`src/rtl/gfx_arb_pkg.sv`:
```
// Shared types and slot constants for the VRAM time-slot arbiter.
// No ports; imported by vram_slot_decode and vram_slot_arbiter.
package gfx_arb_pkg;

    typedef enum logic [2:0] {
        SRC_NONE = 3'd0,
        SRC_CPU  = 3'd1,
        SRC_PF   = 3'd2,
        SRC_MO   = 3'd3,
        SRC_AL   = 3'd4
    } slot_src_t;

    typedef enum logic [1:0] {
        IDLE = 2'd0,
        WAIT = 2'd1,
        ACK  = 2'd2
    } cpu_state_t;

    localparam logic [2:0] PF_SLOT  = 3'd0;
    localparam logic [2:0] MO_SLOT0 = 3'd2;
    localparam logic [2:0] AL_SLOT  = 3'd4;
    localparam logic [2:0] MO_SLOT1 = 3'd6;

    function automatic logic is_video(slot_src_t src);
        return (src == SRC_PF) || (src == SRC_MO) || (src == SRC_AL);
    endfunction

endpackage

```
`src/rtl/vram_slot_decode.sv`:
```
// Slot table: maps the current slot number to the owner of the VRAM port.
// Purely combinational.
//   slot_cnt  in   position within the 8-slot line cycle
//   VBLANK_b  in   low during vertical blank (CPU owns every slot)
//   pf_en/mo_en/al_en in  engine wants its slots this line
//   owner     out  slot_src_t owner of this slot (SRC_CPU or a video engine)
module vram_slot_decode
    import gfx_arb_pkg::*;
(
    input  logic [2:0] slot_cnt,
    input  logic       VBLANK_b,
    input  logic       pf_en,
    input  logic       mo_en,
    input  logic       al_en,
    output logic [2:0] owner
);

    slot_src_t owner_e;

    always_comb begin
        owner_e = SRC_CPU;
        if (VBLANK_b) begin
            case (slot_cnt)
                PF_SLOT:            if (pf_en) owner_e = SRC_PF;
                MO_SLOT0, MO_SLOT1: if (mo_en) owner_e = SRC_MO;
                AL_SLOT:            if (al_en) owner_e = SRC_AL;
                default:            owner_e = SRC_CPU;
            endcase
        end
    end

    assign owner = owner_e;

endmodule

```
`src/rtl/vram_slot_arbiter.sv`:
```
// Time-slot arbiter sharing the single VRAM port between the 68k CPU and the
// playfield, motion-object and alphanumerics fetch engines.
//   reset, CLK_1H            async active-high reset, clock
//   line_start, VBLANK_b     line alignment pulse, vertical blank (low)
//   pf/mo/al_en, *_addr      engine slot requests and fetch addresses
//   pf/mo/al_valid           fetch data present on vram_rdata this cycle
//   cpu_req/we/addr/wdata    CPU bus request (level, held until ack)
//   cpu_rdata, cpu_ack       CPU read data and acknowledge
//   vram_addr/we/wdata/src   VRAM port controls and owner of this cycle
//   vram_rdata               VRAM read data, one cycle after address
//   stat_clr, wait_max       longest CPU wait statistic and its clear
//
// CPU access FSM
//   state | meaning
//   IDLE  | no CPU access outstanding
//   WAIT  | request seen, waiting for a CPU-owned slot
//   ACK   | access done, cpu_ack held until cpu_req falls
module vram_slot_arbiter
    import gfx_arb_pkg::*;
#(
    parameter int ADDR_W    = 15,
    parameter int DATA_W    = 16,
    parameter int WAITCNT_W = 8
) (
    input  logic                 reset,
    input  logic                 CLK_1H,
    input  logic                 line_start,
    input  logic                 VBLANK_b,
    input  logic                 pf_en,
    input  logic                 mo_en,
    input  logic                 al_en,
    input  logic [ADDR_W-1:0]    pf_addr,
    input  logic [ADDR_W-1:0]    mo_addr,
    input  logic [ADDR_W-1:0]    al_addr,
    output logic                 pf_valid,
    output logic                 mo_valid,
    output logic                 al_valid,
    input  logic                 cpu_req,
    input  logic                 cpu_we,
    input  logic [ADDR_W-1:0]    cpu_addr,
    input  logic [DATA_W-1:0]    cpu_wdata,
    output logic [DATA_W-1:0]    cpu_rdata,
    output logic                 cpu_ack,
    output logic [ADDR_W-1:0]    vram_addr,
    output logic                 vram_we,
    output logic [DATA_W-1:0]    vram_wdata,
    input  logic [DATA_W-1:0]    vram_rdata,
    output logic [2:0]           vram_src,
    input  logic                 stat_clr,
    output logic [WAITCNT_W-1:0] wait_max
);

    localparam logic [WAITCNT_W-1:0] WAIT_ONE = {{(WAITCNT_W-1){1'b0}}, 1'b1};

    logic [2:0]           slot_cnt;
    logic [2:0]           owner_raw;
    slot_src_t            owner;
    cpu_state_t           state, state_nxt;
    logic                 access;
    logic                 rd_pending;
    logic [DATA_W-1:0]    rdata_q;
    logic [WAITCNT_W-1:0] wait_cnt;

    vram_slot_decode u_decode (
        .slot_cnt (slot_cnt),
        .VBLANK_b (VBLANK_b),
        .pf_en    (pf_en),
        .mo_en    (mo_en),
        .al_en    (al_en),
        .owner    (owner_raw)
    );

    assign owner = slot_src_t'(owner_raw);

    // Gating with reset keeps the port quiet (and write-free) the moment
    // reset rises, without waiting for a clock edge.
    assign access = (state == WAIT) && cpu_req && (owner == SRC_CPU) && !reset;

    always_comb begin
        vram_src   = SRC_NONE;
        vram_addr  = '0;
        vram_we    = 1'b0;
        vram_wdata = '0;
        if (!reset) begin
            case (owner)
                SRC_PF: begin
                    vram_src  = SRC_PF;
                    vram_addr = pf_addr;
                end
                SRC_MO: begin
                    vram_src  = SRC_MO;
                    vram_addr = mo_addr;
                end
                SRC_AL: begin
                    vram_src  = SRC_AL;
                    vram_addr = al_addr;
                end
                default: begin
                    if (access) begin
                        vram_src   = SRC_CPU;
                        vram_addr  = cpu_addr;
                        vram_we    = cpu_we;
                        vram_wdata = cpu_wdata;
                    end
                end
            endcase
        end
    end

    always_comb begin
        state_nxt = state;
        case (state)
            IDLE:    if (cpu_req) state_nxt = WAIT;
            WAIT: begin
                if (!cpu_req)    state_nxt = IDLE;
                else if (access) state_nxt = ACK;
            end
            ACK:     if (!cpu_req) state_nxt = IDLE;
            default: state_nxt = IDLE;
        endcase
    end

    always_ff @(posedge CLK_1H or posedge reset) begin
        if (reset) begin
            state      <= IDLE;
            slot_cnt   <= 3'd0;
            pf_valid   <= 1'b0;
            mo_valid   <= 1'b0;
            al_valid   <= 1'b0;
            rd_pending <= 1'b0;
            rdata_q    <= '0;
            wait_cnt   <= '0;
            wait_max   <= '0;
        end else begin
            state    <= state_nxt;
            slot_cnt <= line_start ? 3'd0 : slot_cnt + 3'd1;

            pf_valid <= (owner == SRC_PF);
            mo_valid <= (owner == SRC_MO);
            al_valid <= (owner == SRC_AL);

            rd_pending <= access && !cpu_we;
            if (rd_pending) rdata_q <= vram_rdata;

            if (state == IDLE && cpu_req)
                wait_cnt <= '0;
            else if (state == WAIT && cpu_req && !access && wait_cnt != '1)
                wait_cnt <= wait_cnt + WAIT_ONE;

            if (stat_clr)
                wait_max <= '0;
            else if (access && wait_cnt > wait_max)
                wait_max <= wait_cnt;
        end
    end

    // VRAM data for a read arrives the cycle after the access, which is
    // also the first ACK cycle; pass it straight through then and serve
    // the held copy for the rest of the ACK.
    assign cpu_rdata = rd_pending ? vram_rdata : rdata_q;
    assign cpu_ack   = (state == ACK);

endmodule

```
`config.mk`:
```
export PLATFORM = sky130hd
export DESIGN_NAME = vram_slot_arbiter
export DESIGN_NICKNAME = d
export VERILOG_FILES = /design/src/rtl/gfx_arb_pkg.sv /design/src/rtl/vram_slot_decode.sv /design/src/rtl/vram_slot_arbiter.sv
export SDC_FILE = /design/constraint.sdc
export NUM_CORES = 1
export LEC_CHECK = 0
export BUFFER_PORTS_ARGS = -buffer_cell sky130_fd_sc_hd__buf_4
export CAP_MARGIN = 25
export CORE_MARGIN = 4
export CORE_UTILIZATION = 43
export DETAILED_ROUTE_END_ITERATION = 8
export PLACE_DENSITY_LB_ADDON = 0.05
export SLEW_MARGIN = 10
export SYNTH_ARGS = -nofsm -noshare
export SYNTH_HDL_FRONTEND = slang
export SYNTH_HIERARCHICAL = 1
export SYNTH_SLANG_ARGS = --single-unit
```
`constraint.sdc`:
```
create_clock -name CLK_1H -period 2.57 [get_ports CLK_1H]
set_clock_uncertainty 0.2 [all_clocks]
set_input_delay 0.1285 -clock CLK_1H [delete_from_list [all_inputs] [get_ports CLK_1H]]
set_output_delay 0.1285 -clock CLK_1H [all_outputs]
set_load 0.02 [all_outputs]
```
==> results of run 1 <==
[flip-flops by register name, summed over array words and instances (netlist names)]
name        cells
slot_cnt        3
mo_valid        1
state           2
pf_valid        1
rd_pending      1
rdata_q        16
wait_cnt        8
wait_max        8
al_valid        1
[metrics by stage]
stage	worst slack (ns)	setup TNS, ns	utilization [%]	power [uW]
floorplan	0.0299	0	-	1390
global placement	0.224	0	69.5	1810
detailed placement	0.0823	0	69.5	1830
CTS	-0.0528	-0.687	77.6	2360
global route	-0.178	-3.85	77.9	2490
finish	-0.0744	-0.777	77.9	2360
[synth_stat cells, types with 2 or more instances]
library cell / instances
a21o_1: 2
a21oi_1: 10
a222oi_1: 15
and2_1: 19
buf_1: 3
buf_4: 2
clkbuf_1: 6
dfrtp_1: 41
ha_1: 10
inv_1: 10
mux2_2: 31
mux2i_1: 5
nand2_1: 13
nand2b_1: 4
nand3_1: 11
nand4_1: 3
nor2_1: 30
nor2b_1: 4
nor3_1: 3
nor3b_1: 2
o21ai_0: 9
xnor2_1: 4
[cell type report]
cell class | count | area, um2
fillers | 387 | 1240
clock inverters | 1 | 8.76
inverters | 10 | 37.5
multi-input cells | 192 | 1450
flip-flops and latches | 41 | 1030
repair buffers | 208 | 1660
well taps | 72 | 90.1
clock buffers | 7 | 96.3
[how the worst max path moves through the flow]
stage | endpoint | slack [ns] | cells after the start | from
5_1_grt | vram_addr[3] | -0.18 | 9 | slot_cnt[1]
4_1_cts | vram_addr[4] | -0.05 | 9 | slot_cnt[2]
6_report | vram_addr[3] | -0.07 | 9 | slot_cnt[2]
3_3_place_gp | wait_max[0] | 0.22 | 8 | slot_cnt[0]
2_1_floorplan | vram_addr[10] | 0.03 | 7 | slot_cnt[2]
3_5_place_dp | wait_max[7] | 0.08 | 7 | wait_max[5]
[power by group]
group	switching [uW]	leakage [uW]	internal (uW)
Sequential	56.3	0.000539	784
Combinational	518	0.00156	526
Clock	224	0.0000549	248
[layer usage]
layer	up-vias	wire, um	share of wire (%)
met5	-	0	0
met3	10	500	5.8
li1	1332	-	-
met2	86	4490	52
met1	1309	3570	41
met4	0	97	1.1
[logic make-up (layout without fill, tap and decap cells)]
family,Yosys count,in the layout
compound gates,45,45
mux,36,36
xor+xnor,4,4
fa+ha+maj,10,10
buf+inv,23,226
simple gates,97,97
flops,41,41
[repair_timing]
action / in CTS / in global routing
setup buffers: 8 / 3
cloned: 2 / 0
hold buffers: 21 / 0
endpoints found under the hold margin: 70 / 0
gates resized for setup: 6 / 5
endpoints found under the setup margin: 15 / 42
pin swaps: 17 / 5
[worst register-to-register path, delay by kind of cell (launching register included)]
kind / cells / cell delay (ns)
flops: 1 / 0.41
simple gates: 4 / 0.82
buf+inv: 3 / 0.40
compound gates: 3 / 0.55
==> impl_metrics.py, run 1 <==
metrics = {
    "outcome": {
        "outcome": "finished with violations",
        "violations": "negative setup slack",
    },
    "worst_setup_path": {
        "cp_top_family": "compound AO/OA/AOI/OAI gates",
        "crit_type": "reg2out",
        "crit_path_end_kind": "output pin",
        "timing.rr.start": "slot_cnt[2]",
        "crit_path_frequent_cell": "buf_4",
        "arrival_ns": 2.32,
        "critPathMaxStageDelay_ns": 0.41,
        "cp_data_required_time_ns": 2.24,
        "cp_max_fo": 9,
        "cp_slowest_cell": "dfrtp_1",
        "r2r_slack_ns": 0.12,
        "path_buf_inv": 3,
        "crit_chain": "nand2b_1, a211o_1, or4b_4, nor3_4, buf_4, buf_6, a222oi_1, nor2_1, buf_4",
        "critPathLaunchType": "register",
        "r2r_end": "wait_max[7]",
        "r2r_cells": 10,
    },
    "global_routing": {
        "grt.met2_usage_pct": 41.6,
        "antenna_found_initial": 0,
        "met1_usage_pct": 29.4,
        "use_met3_pct": 4.61,
        "grt_max_degree": 40,
        "busiest_layer": "met2",
        "grt_util_all_layers_pct": 23.3,
        "grt_pass1_wl_um": 13700,
        "grt_pass1_vias": 2863,
        "grt.overflow.total": 0,
    },
    "clocking": {
        "cts_root_buf": "clkbuf_8",
        "cts_buffer_depth": 2,
        "cts_tree": "built",
        "htree_levels": 2,
        "cts_sinks": 41,
        "clk-insertion-delay-late_ns": 0.29,
        "clk_pin_slew_ns": 0.09,
        "cts_buffers": 5,
    },
    "finish": {
        "mostFrequentLayoutCells": "buf_4, dfrtp_1, mux2_2, nor2_1, dlygate4sd3_1",
        "area_growth_pct": 72.2,
        "diodes": 0,
        "drive_above_1_share_pct": 51.6,
        "fin_nets": 570,
        "fin_cells": 531,
        "mostFrequentLayoutCell": "buf_4",
        "finalInstanceArea_mm2": 0.00437,
    },
    "placement": {
        "dp.cells": 490,
        "io_buffers": 164,
        "dpl_cell_area_mm2": 0.00390,
        "gp_congestion": 0.917,
        "dpl.hpwl_um": 6400,
    },
    "timing": {
        "worst_slew_pin_slew_ns": 0.748,
        "finalWorstSetupSlack_ns": -0.0744,
        "slew_viol_final": 0,
        "rsz0062_at_grt": "yes",
        "holdWs_ns": 0.165,
        "fmax_mhz": 378,
        "min_period_over_period_pct": 103,
        "min_period_ns": 2.64,
        "setup_viol": 30,
        "finalHoldViolations": 0,
        "timing.slew.headroom_pct": 50.0,
    },
    "synthesis": {
        "synth_fp_nets": 368,
        "avgSynthCellArea_um2": 9.91,
        "synthMuxAreaShare_pct": 15.7,
        "syn_area_mm2": 0.00254,
        "synthCells": 256,
        "yosysWarnings": 6,
        "synth-compound-area-share_pct": 13.6,
        "async_reset_ff_share_pct": 100,
        "synth_top_family_by_area": "simple AND/OR/NAND/NOR gates",
        "synth_seq_area_share_pct": 40.5,
        "yosys.area.top_type_share_pct": 40.5,
        "synthFlopType": "dfrtp_1",
        "yosysTopAreaCell": "dfrtp_1",
        "yosysUniqueCellTypes": 41,
        "synth_xor_xnor_area_share_pct": 1.38,
        "synth_adder_area_share_pct": 4.93,
        "ys_ff_latch": 41,
        "synth_area_leaders": "dfrtp_1, mux2_2, a222oi_1",
        "yosys.area_share.simple_pct": 20.1,
        "synth_edf_count": 0,
    },
    "die": {
        "fp.dieW_um": 84.8,
        "core_area_mm2": 0.00561,
        "start_util_pct": 45.2,
        "dieHeight_um": 84.8,
        "ios": 165,
        "std_cell_rows": 27,
        "die-area_mm2": 0.00719,
    },
    "pwr": {
        "peakVddDrop_uv": 480,
        "power.density_mw_per_mm2": 539,
        "p_leak_uw": 0.00215,
    },
    "worst_hold_path": {
        "min_path_cells": 6,
        "worstHoldStart": "VBLANK_b",
        "hold-path-endpoint": "pf_valid",
        "hold_class": "in2reg",
    },
    "routing": {
        "vias_per_cell": 5.15,
        "drt-initial-drc-count": 137,
        "drt-wirelength-per-cell_um": 16.3,
        "vias": 2737,
        "drt-pass1-iter-count": 7,
        "drtAntennaViolNets": 0,
        "wirelength_um": 8660,
        "drc": 0,
    },
    "flow_run": {
        "max_cap_violations": 0,
    },
}
(Power assumes the default switching activity.)
==> run 2: changes to the inputs <==
--- a/config.mk
+++ b/config.mk
@@ -7,8 +7,11 @@
 export LEC_CHECK = 0
 export BUFFER_PORTS_ARGS = -buffer_cell sky130_fd_sc_hd__buf_4
 export CAP_MARGIN = 25
+export CELL_PAD_IN_SITES_DETAIL_PLACEMENT = 0
+export CELL_PAD_IN_SITES_GLOBAL_PLACEMENT = 1
 export CORE_MARGIN = 4
-export CORE_UTILIZATION = 43
+export CORE_UTILIZATION = 31
+export CTS_BUF_LIST = sky130_fd_sc_hd__clkbuf_4 sky130_fd_sc_hd__clkbuf_8
 export DETAILED_ROUTE_END_ITERATION = 8
 export PLACE_DENSITY_LB_ADDON = 0.05
 export SLEW_MARGIN = 10
==> run 2 against run 1 <==
  * The run still ends with negative setup slack left
  * Clock power up 34%
  * Sequential cell count unchanged
  * Sequential share of layout area down 0.84 points
  * Worst setup slack worse by 0.050 ns
  * Register-to-register slack better by 0.03 ns
  * Core utilization down 20 points
  * Clock-buffer cell count down 2
  * First-iteration DRC count up 8.0%
  * Sequential power down 0.7%
  * Die area up 35%
  * Routed wire length up 2.7%
  * Cell count up 5.5%
  * Critical path type unchanged
  * Highest routed layer unchanged
==> impl_metrics.py, run 2 (same netlist as run 1, synthesis figures left out) <==
metrics = {
    "outcome": {
        "outcome": "finished with violations",
        "violations": "negative setup slack",
    },
    "timing": {
        "min_period_over_period_pct": 105,
        "fmax_mhz": 371,
        "setup_tns_ns": -1.59,
        "worst_slew_pin_slew_ns": 0.780,
        "finalHoldViolations": 0,
        "min_period_ns": 2.69,
        "finalWorstSetupSlack_ns": -0.125,
        "slew_viol_final": 0,
        "timing.slew.headroom_pct": 47.9,
        "setup_viol": 28,
        "rsz0062_at_grt": "yes",
    },
    "worst_setup_path": {
        "path_buf_inv": 3,
        "cp_top_family": "simple AND/OR/NAND/NOR gates",
        "critPathMaxStageDelay_ns": 0.42,
        "arrival_ns": 2.37,
        "crit_type": "reg2out",
        "crit_chain": "or3b_4, a21oi_2, or4b_4, nor3_4, buf_6, buf_12, a222oi_1, nor2_1, buf_4",
        "cp_slowest_cell": "dfrtp_1",
        "cp_max_fo": 5,
        "cp_data_required_time_ns": 2.24,
        "critPathLaunchType": "register",
        "crit_path_end_kind": "output pin",
    },
    "clocking": {
        "cts_root_buf": "clkbuf_8",
        "cts_buffers": 5,
        "clk-insertion-delay-late_ns": 0.30,
        "cts_sinks": 41,
        "cts_buffer_depth": 2,
        "clk_pin_slew_ns": 0.09,
        "cts_tree": "built",
        "htree_levels": 2,
    },
    "routing": {
        "routed.top_layer": "met4",
        "drt-initial-drc-count": 148,
        "wirelength_um": 8890,
        "drt-pass1-iter-count": 5,
        "drtAntennaViolNets": 0,
        "vias_per_cell": 4.85,
        "route.met3.wl_um": 591,
        "met2WireLength_um": 4730,
        "wl_met1_um": 3490,
        "drc": 0,
        "vias": 2716,
        "drt-wirelength-per-cell_um": 15.9,
    },
    "flow_run": {
        "max_cap_violations": 0,
    },
    "pwr": {
        "peakVddDrop_uv": 288,
        "total_power_uw": 2530,
        "p_leak_uw": 0.00218,
        "power.density_mw_per_mm2": 560,
    },
    "die": {
        "die-area_mm2": 0.00969,
        "ios": 165,
        "std_cell_rows": 32,
        "dieHeight_um": 98.5,
        "start_util_pct": 32.3,
        "fp.dieW_um": 98.5,
        "core_area_mm2": 0.00785,
    },
    "placement": {
        "dpl.hpwl_um": 6630,
        "gp_congestion": 0.800,
        "io_buffers": 164,
        "place_ws_ns": 0.164,
        "dp.cells": 521,
    },
    "global_routing": {
        "grt_max_degree": 39,
        "grt_pass1_vias": 2786,
        "grt_pass1_wl_um": 13800,
        "grt_util_all_layers_pct": 17.5,
        "grt.overflow.total": 0,
        "antenna_found_initial": 0,
    },
    "finish": {
        "mostFrequentLayoutCell": "buf_4",
        "mostFrequentLayoutCells": "buf_4, dfrtp_1, mux2_2, nor2_1, dlygate4sd3_1",
        "area_growth_pct": 78.5,
        "drive_above_1_share_pct": 52.6,
        "fin_cells": 560,
        "largest_reg_flops": 16,
        "largestRegisters": "rdata_q x16, wait_cnt x8, wait_max x8",
        "fin_nets": 569,
        "num-fill-cells": 716,
        "regMostFlops": "rdata_q",
        "diodes": 0,
    },
    "worst_hold_path": {
        "hold_class": "in2reg",
    },
}
run 2: final timing paths:
path	startpoint	endpoint	slack, ns	depth (start not counted)
worst max-delay path	slot_cnt[2]	vram_addr[7]	-0.12	9
worst min-delay path	VBLANK_b	pf_valid	0.16	5
worst max register to register	slot_cnt[2]	wait_max[3]	0.15	9
worst min register to register	slot_cnt[0]	slot_cnt[0]	0.25	1
max in group asynchronous	reset	state[0]	1.29	4
min in group asynchronous	reset	slot_cnt[0]	0.18	3
run 2: stage by stage:
| step | area, um2 | utilization (%) | hold slack, ns |
|---|---|---|---|
| finish | 4530 | 57.7 | 0.161 |
| global route | 4530 | 57.7 | 0.200 |
| CTS | 4510 | 57.4 | 0.164 |
| detailed placement | 3940 | 50.3 | -0.0601 |
| global placement | 3940 | 50.3 | -0.0569 |
| floorplan | 2540 | - | -0.00586 |
run 2: routing by layer:
layer | vias to the layer above | track usage, %
li1 | 1336 | -
met5 | - | 0
met2 | 97 | 32.1
met4 | 0 | 3.57
met3 | 9 | 4.25
met1 | 1274 | 20.8
run 2: timing repair:
item	4_1_cts	5_1_grt
setup endpoints to repair	33	41
buffers inserted	5	2
gates resized for setup	28	2
gates cloned	3	0
hold buffers	21	0
pin swaps	30	7
hold endpoints to repair	38	0
run 2: tightest hold or removal path, delay by kind of cell:
| family | cells | cell delay (ns) |
|---|---|---|
| simple gates | 4 | 0.36 |
| buf+inv | 1 | 0.12 |
run 2: where the power goes:
part	total [uW]	switching, uW	internal, uW
sequential	834	51.4	783
combinational	1070	519	548
clock	632	241	391
total	2530	812	1720
run 2: cell type report:
class | instances | area (um2) | share of cell area, %
tap | 102 | 128 | 2.82
clock buffer | 5 | 68.8 | 1.52
clock inverter | 3 | 68.8 | 1.52
multi-input combinational | 192 | 1450 | 32.1
sequential | 41 | 1030 | 22.7
timing repair buffer | 207 | 1750 | 38.6
inverter | 10 | 37.5 | 0.829
